File: src/rtl/aes_dec_stream_ctrl.sv
// -----------------------------------------------------------------------------
// aes_dec_stream_ctrl
//
// Streaming controller wrapped around an external AES decryption core.
// Ciphertext blocks are buffered in a small FIFO. They are handed to the core
// one at a time, and the core result is post-processed for ECB or CBC before
// it is presented on a valid/ready output stream.
//
// Optional feature: define AES_DEC_STREAM_TIMEOUT_EN to build a WAIT-state
// watchdog. If the core does not finish within TIMEOUT cycles, the block is
// dropped and the sticky err flag is raised. Without the macro, err is tied
// to 0 and WAIT lasts until the core reports done.
//
// Parameters
//   DEPTH    FIFO depth in 128-bit blocks (power of two, 2..16)
//   TIMEOUT  watchdog limit in cycles (8..1023), used only with the macro
//
// Ports
//   clock, reset         single rising-edge clock, async active-high reset
//   key_in               decryption key, forwarded to core_key
//   iv_in, load_iv       CBC initial vector and its load strobe
//   cbc_mode             1 = CBC, 0 = ECB (sampled per block at issue)
//   s_valid/s_ready/s_data   ciphertext input stream
//   m_valid/m_ready/m_data   plaintext output stream
//   core_key, core_din, core_start   request side of the core
//   core_done, core_dout             response side of the core
//   busy                 FSM not idle, or FIFO not empty
//   fifo_count           FIFO occupancy (0..DEPTH)
//   err                  sticky watchdog timeout flag
// -----------------------------------------------------------------------------
module aes_dec_stream_ctrl #(
    parameter int DEPTH   = 4,
    parameter int TIMEOUT = 64
) (
    input  logic         clock,
    input  logic         reset,
    input  logic [127:0] key_in,
    input  logic [127:0] iv_in,
    input  logic         load_iv,
    input  logic         cbc_mode,
    input  logic         s_valid,
    output logic         s_ready,
    input  logic [127:0] s_data,
    output logic         m_valid,
    input  logic         m_ready,
    output logic [127:0] m_data,
    output logic [127:0] core_key,
    output logic [127:0] core_din,
    output logic         core_start,
    input  logic         core_done,
    input  logic [127:0] core_dout,
    output logic         busy,
    output logic [4:0]   fifo_count,
    output logic         err
);

    localparam int          PTR_W   = $clog2(DEPTH);
    localparam logic [4:0]  DEPTH_C = 5'(DEPTH);

    typedef enum logic [1:0] {
        ST_IDLE   = 2'd0,
        ST_ISSUE  = 2'd1,
        ST_WAIT   = 2'd2,
        ST_OUTPUT = 2'd3
    } state_t;

    state_t             state_r;
    state_t             state_next_s;

    logic [127:0]       fifo_mem_r [DEPTH];
    logic [PTR_W-1:0]   wr_ptr_r;
    logic [PTR_W-1:0]   rd_ptr_r;
    logic [4:0]         fifo_count_r;
    logic [4:0]         count_next_s;
    logic               push_s;
    logic               pop_s;

    logic               s_ready_r;
    logic               busy_r;
    logic               m_valid_r;
    logic               core_start_r;

    logic [127:0]       chain_r;
    logic [127:0]       ct_r;
    logic [127:0]       out_r;
    logic               mode_r;

    logic               done_accept_s;
    logic               iv_load_s;
    logic               tmo_hit_s;

    // The key is not registered: the core sees key_in directly.
    assign core_key   = key_in;
    // The head entry is stable through ISSUE, because only ISSUE pops.
    assign core_din   = fifo_mem_r[rd_ptr_r];
    assign s_ready    = s_ready_r;
    assign busy       = busy_r;
    assign m_valid    = m_valid_r;
    assign m_data     = out_r;
    assign core_start = core_start_r;
    assign fifo_count = fifo_count_r;

    assign push_s        = s_valid && s_ready_r;
    assign pop_s         = (state_r == ST_ISSUE);
    assign done_accept_s = (state_r == ST_WAIT) && core_done;
    assign iv_load_s     = load_iv && (state_r == ST_IDLE) && (fifo_count_r == 5'd0);

`ifdef AES_DEC_STREAM_TIMEOUT_EN
    localparam logic [9:0] TMO_LAST = 10'(TIMEOUT - 1);

    logic [9:0] tmo_cnt_r;
    logic       err_r;

    // Timeout fires in the last permitted WAIT cycle if done is still absent.
    assign tmo_hit_s = (state_r == ST_WAIT) && !core_done && (tmo_cnt_r == TMO_LAST);
    assign err       = err_r;

    // Watchdog counter: counts WAIT cycles, cleared outside WAIT.
    always_ff @(posedge clock or posedge reset) begin
        if (reset) begin
            tmo_cnt_r <= 10'd0;
            err_r     <= 1'b0;
        end else if ((state_r == ST_WAIT) && !core_done) begin
            if (tmo_hit_s) begin
                tmo_cnt_r <= 10'd0;
                err_r     <= 1'b1;
            end else begin
                tmo_cnt_r <= tmo_cnt_r + 10'd1;
            end
        end else begin
            tmo_cnt_r <= 10'd0;
        end
    end
`else
    assign tmo_hit_s = 1'b0;
    assign err       = 1'b0;
`endif

    // Next-state logic of the block sequencer.
    always_comb begin
        state_next_s = state_r;
        case (state_r)
            ST_IDLE: begin
                if (fifo_count_r != 5'd0) begin
                    state_next_s = ST_ISSUE;
                end else begin
                    state_next_s = ST_IDLE;
                end
            end
            ST_ISSUE: begin
                state_next_s = ST_WAIT;
            end
            ST_WAIT: begin
                if (core_done) begin
                    state_next_s = ST_OUTPUT;
                end else if (tmo_hit_s) begin
                    state_next_s = ST_IDLE;
                end else begin
                    state_next_s = ST_WAIT;
                end
            end
            ST_OUTPUT: begin
                if (m_ready) begin
                    state_next_s = ST_IDLE;
                end else begin
                    state_next_s = ST_OUTPUT;
                end
            end
            default: begin
                state_next_s = ST_IDLE;
            end
        endcase
    end

    // FIFO occupancy update; a push and a pop together cancel out.
    always_comb begin
        count_next_s = fifo_count_r;
        case ({push_s, pop_s})
            2'b10:   count_next_s = fifo_count_r + 5'd1;
            2'b01:   count_next_s = fifo_count_r - 5'd1;
            default: count_next_s = fifo_count_r;
        endcase
    end

    // State, pointers and registered status outputs.
    always_ff @(posedge clock or posedge reset) begin
        if (reset) begin
            state_r      <= ST_IDLE;
            wr_ptr_r     <= '0;
            rd_ptr_r     <= '0;
            fifo_count_r <= 5'd0;
            s_ready_r    <= 1'b1;
            busy_r       <= 1'b0;
            m_valid_r    <= 1'b0;
            core_start_r <= 1'b0;
        end else begin
            state_r      <= state_next_s;
            fifo_count_r <= count_next_s;
            // Pointers wrap naturally, since DEPTH is a power of two.
            if (push_s) begin
                wr_ptr_r <= wr_ptr_r + 1'b1;
            end
            if (pop_s) begin
                rd_ptr_r <= rd_ptr_r + 1'b1;
            end
            // Status flags are computed from next-cycle values, so they line up with state_r.
            s_ready_r    <= (count_next_s < DEPTH_C);
            busy_r       <= (state_next_s != ST_IDLE) || (count_next_s != 5'd0);
            m_valid_r    <= (state_next_s == ST_OUTPUT);
            core_start_r <= (state_next_s == ST_ISSUE);
        end
    end

    // FIFO storage; contents need no reset because the pointers qualify them.
    always_ff @(posedge clock) begin
        if (push_s) begin
            fifo_mem_r[wr_ptr_r] <= s_data;
        end
    end

    // Block datapath: ciphertext capture, CBC chaining and output register.
    always_ff @(posedge clock or posedge reset) begin
        if (reset) begin
            chain_r <= 128'd0;
            ct_r    <= 128'd0;
            out_r   <= 128'd0;
            mode_r  <= 1'b0;
        end else begin
            if (pop_s) begin
                ct_r   <= fifo_mem_r[rd_ptr_r];
                mode_r <= cbc_mode;
            end
            if (done_accept_s) begin
                // The chain advances in ECB too, but only CBC folds it into the output.
                out_r   <= core_dout ^ (mode_r ? chain_r : 128'd0);
                chain_r <= ct_r;
            end else if (iv_load_s) begin
                chain_r <= iv_in;
            end else begin
                chain_r <= chain_r;
            end
        end
    end

endmodule

File: config.mk
export PLATFORM = sky130hd
export DESIGN_NAME = aes_dec_stream_ctrl
export DESIGN_NICKNAME = d
export VERILOG_FILES = /design/src/rtl/aes_dec_stream_ctrl.sv
export SDC_FILE = /design/constraint.sdc
export NUM_CORES = 1
export LEC_CHECK = 0
export ABC_AREA = 1
export CORE_ASPECT_RATIO = 0.7
export CORE_UTILIZATION = 34
export CTS_CLUSTER_DIAMETER = 100
export DETAILED_ROUTE_END_ITERATION = 6
export SYNTH_ARGS = -nofsm -noshare
export SYNTH_HDL_FRONTEND = slang
export SYNTH_SLANG_ARGS = --single-unit
File: constraint.sdc
create_clock -name clock -period 16.59 [get_ports clock]
set_clock_uncertainty 0.05 [all_clocks]
set_input_delay 1.659 -clock clock [delete_from_list [all_inputs] [get_ports clock]]
set_output_delay 1.659 -clock clock [all_outputs]
set_load 0.005 [all_outputs]
==> flow_metrics.py <==
metrics = {
    "die": {
        "initial_core_util_pct": 34.52,
        "dieArea_um2": 112100,
        "die_h_um": 280.4,
        "io_pins": 913,
        "rows": 101,
        "core_area_um2": 109100,
        "die_w_um": 399.7,
    },
    "critical_path": {
        "startpoint_type": "register",
        "crit_path_start": "rd_ptr_r[0]",
        "rr_startpoint": "state_r[1]",
        "end_kind": "output port",
        "crit_required_ns": 14.88,
        "arrival_ns": 4.40,
        "crit_type": "reg2out",
        "cp_max_fo": 95,
    },
    "pwr": {
        "p_leak_nw": 17.80,
        "ir_drop_uv": 108.3,
        "p_total_mw": 8.634,
        "power_density_nw_per_um2": 182.4,
    },
    "routing": {
        "drt_iter0_drc": 1638,
        "vias": 25830,
        "wl_um": 107800,
        "wl_per_cell_um": 20.06,
        "drtAntennaViolNets": 0,
        "vias_per_cell": 4.805,
        "drt_pass1_iterations": 5,
        "drc": 0,
    },
    "sta": {
        "drv_slew": 0,
        "setup_viol": 0,
        "whs_ns": 0.4309,
        "rsz0062_at_grt": "no",
        "fin_crit_sh_pct": 36.83,
        "clock.fmax_ghz": 0.1636,
        "setup_tns_ns": 0,
        "hold_viol_final": 0,
        "slew_headroom_pct": 29.97,
        "worst_pin_slew_ns": 1.050,
        "fin_crit_ns": 6.111,
    },
    "clocking": {
        "cts-root-buf": "clkbuf_16",
        "clkTransAtPathRegs_ns": 0.06,
        "cts_sinks": 912,
        "clockBufferDepth": 3,
        "cts.repair.resized": 0,
        "cts-buffers-inserted": 91,
        "clock_latency_ns": 0.67,
        "cts_hold_buffers": 0,
        "cts_max_level": 3,
        "post_cts.repair.setup_buffers": 0,
        "cts_tree": "done",
    },
    "placement": {
        "routabilityCongestion": 0.7948,
        "place_area_um2": 44260,
        "dpl.hpwl_um": 71400,
        "port_buffers": 655,
        "dp_cells": 5198,
    },
    "finish": {
        "nets": 4375,
        "multi_input_area_um2": 9632,
        "fin_area_um2": 47330,
        "most-common-layout-cells": "clkdlybuf4s50_1 (655), nor2_1 (521), edfxtp_1 (512), o21ai_0 (436), nand2_1 (417)",
        "drive_gt1_share_pct": 5.067,
        "layout_commonest_cell": "clkdlybuf4s50_1",
        "fin_cells": 5376,
        "area_growth_pct": 25.72,
        "seqCellArea_um2": 25400,
        "n_fill_cell": 10300,
    },
    "global_routing": {
        "grt_pass1_wl_um": 159800,
        "antenna_found_initial": 30,
        "grtUsageTotal_pct": 18.88,
        "grt_max_degree": 143,
        "grt_overflow_total": 0,
        "grt_pass1_vias": 25110,
    },
    "synth": {
        "syn_avg_cell_area_um2": 11.05,
        "ys_seq_elements": 912,
        "synthDistinctLibCells": 29,
        "synth_top_area_share_pct": 40.84,
        "yosysSeqAreaShare_pct": 67.43,
        "synth_area_leaders": "edfxtp_1 (41%), dfrtp_1 (27%), o21ai_0 (5.8%)",
        "synth_area_leader_cell": "edfxtp_1",
        "synth_warnings": 0,
        "netlist_instances": 3406,
        "synth_fp_nets": 3932,
        "syn-cell-area_um2": 37650,
    },
    "job": {
        "max_cap_viol_count": 0,
    },
    "run_status": {
        "status": "complete, no violations",
    },
    "worst_hold_path": {
        "hold_path_class": "reg2reg",
        "min_from": "m_data[26]",
    },
}
==> report_power, final <==
part           leakage (nW)  internal [mW]  switching (mW)
Sequential             9.42           3.01           0.310
Clock                  1.49           1.19           0.909
Combinational          6.89           1.36            1.86
==> area by class of cell <==
cell class / instances / area share [%]
multi-input cells: 2000 / 20.35
inverters: 154 / 1.258
clock buffers: 113 / 5.181
well taps: 1442 / 3.812
flip-flops and latches: 912 / 53.66
diodes: 7 / 0.03701
clock inverters: 58 / 1.266
repair buffers: 690 / 14.43
==> final timing paths <==
kind / slack [ns] / endpoint / cells after the start
setup / recovery: 10.48 / core_din[4] / 5
hold / removal: 0.43 / m_data[26] / 2
setup reg to reg: 12.56 / chain_r[76] / 9
hold reg to reg: 0.43 / m_data[26] / 2
max in group asynchronous: 12.58 / ct_r[69] / 4
min in group asynchronous: 1.52 / m_data[9] / 2
==> critical path: stages (launching register included) <==
cell and delay [ns]:
dfrtp_4 0.79, inv_8 0.56, buf_4 0.80, o21ai_0 0.16
o22ai_1 0.59, clkdlybuf4s50_1 0.64
==> per-stage QoR <==
stage,setup slack (ns),util [%]
global route,10.12,43.39
detailed placement,10.99,40.58
floorplan,3.758,-
finish,10.48,43.40
global placement,11.02,40.58
CTS,10.30,43.38
==> registers in the layout (all words and copies together) (netlist names) <==
name        count
busy            1
chain_r       128
core_start      1
ct_r          128
fifo_count      5
fifo_mem_r    512
m_data        128
m_valid         1
mode_r          1
rd_ptr_r        2
s_ready         1
state_r         2
wr_ptr_r        2
==> per-layer routing <==
layer	track usage (%)	up-vias	wire length, um
met4	5.197	38	2538
li1	-	12370	-
met3	6.254	186	8379
met2	29.56	710	49800
met5	0	-	236
met1	24.91	12530	46860
==> synth_stat cells <==
cell type	instances
o21ai_1	77
nor2_4	1
edfxtp_1	512
inv_2	3
buf_6	24
inv_1	151
nor4_2	1
nor3_1	1
xnor2_1	2
xor2_1	131
nand2_1	417
dfstp_2	1
clkbuf_2	5
nor2_2	1
nand3_1	8
or2_2	1
a21oi_1	257
nand3b_1	3
o22ai_1	129
nand2_2	1
nor2_1	525
clkbuf_1	72
buf_4	139
ha_1	7
nand2_4	1
o21ai_0	436
dfrtp_1	399
buf_2	100
conb_1	1
==> kinds of logic after synthesis <==
group | count (synthesis) | synth area share [%]
simple gates | 960 | 9.715
flops | 912 | 67.43
fa+ha+maj | 7 | 0.2326
compound gates | 899 | 12.38
other cells | 1 | 0.009961
buf+inv | 494 | 7.139
xor+xnor | 133 | 3.094
Note: power is estimated with default switching activity, not from simulation.
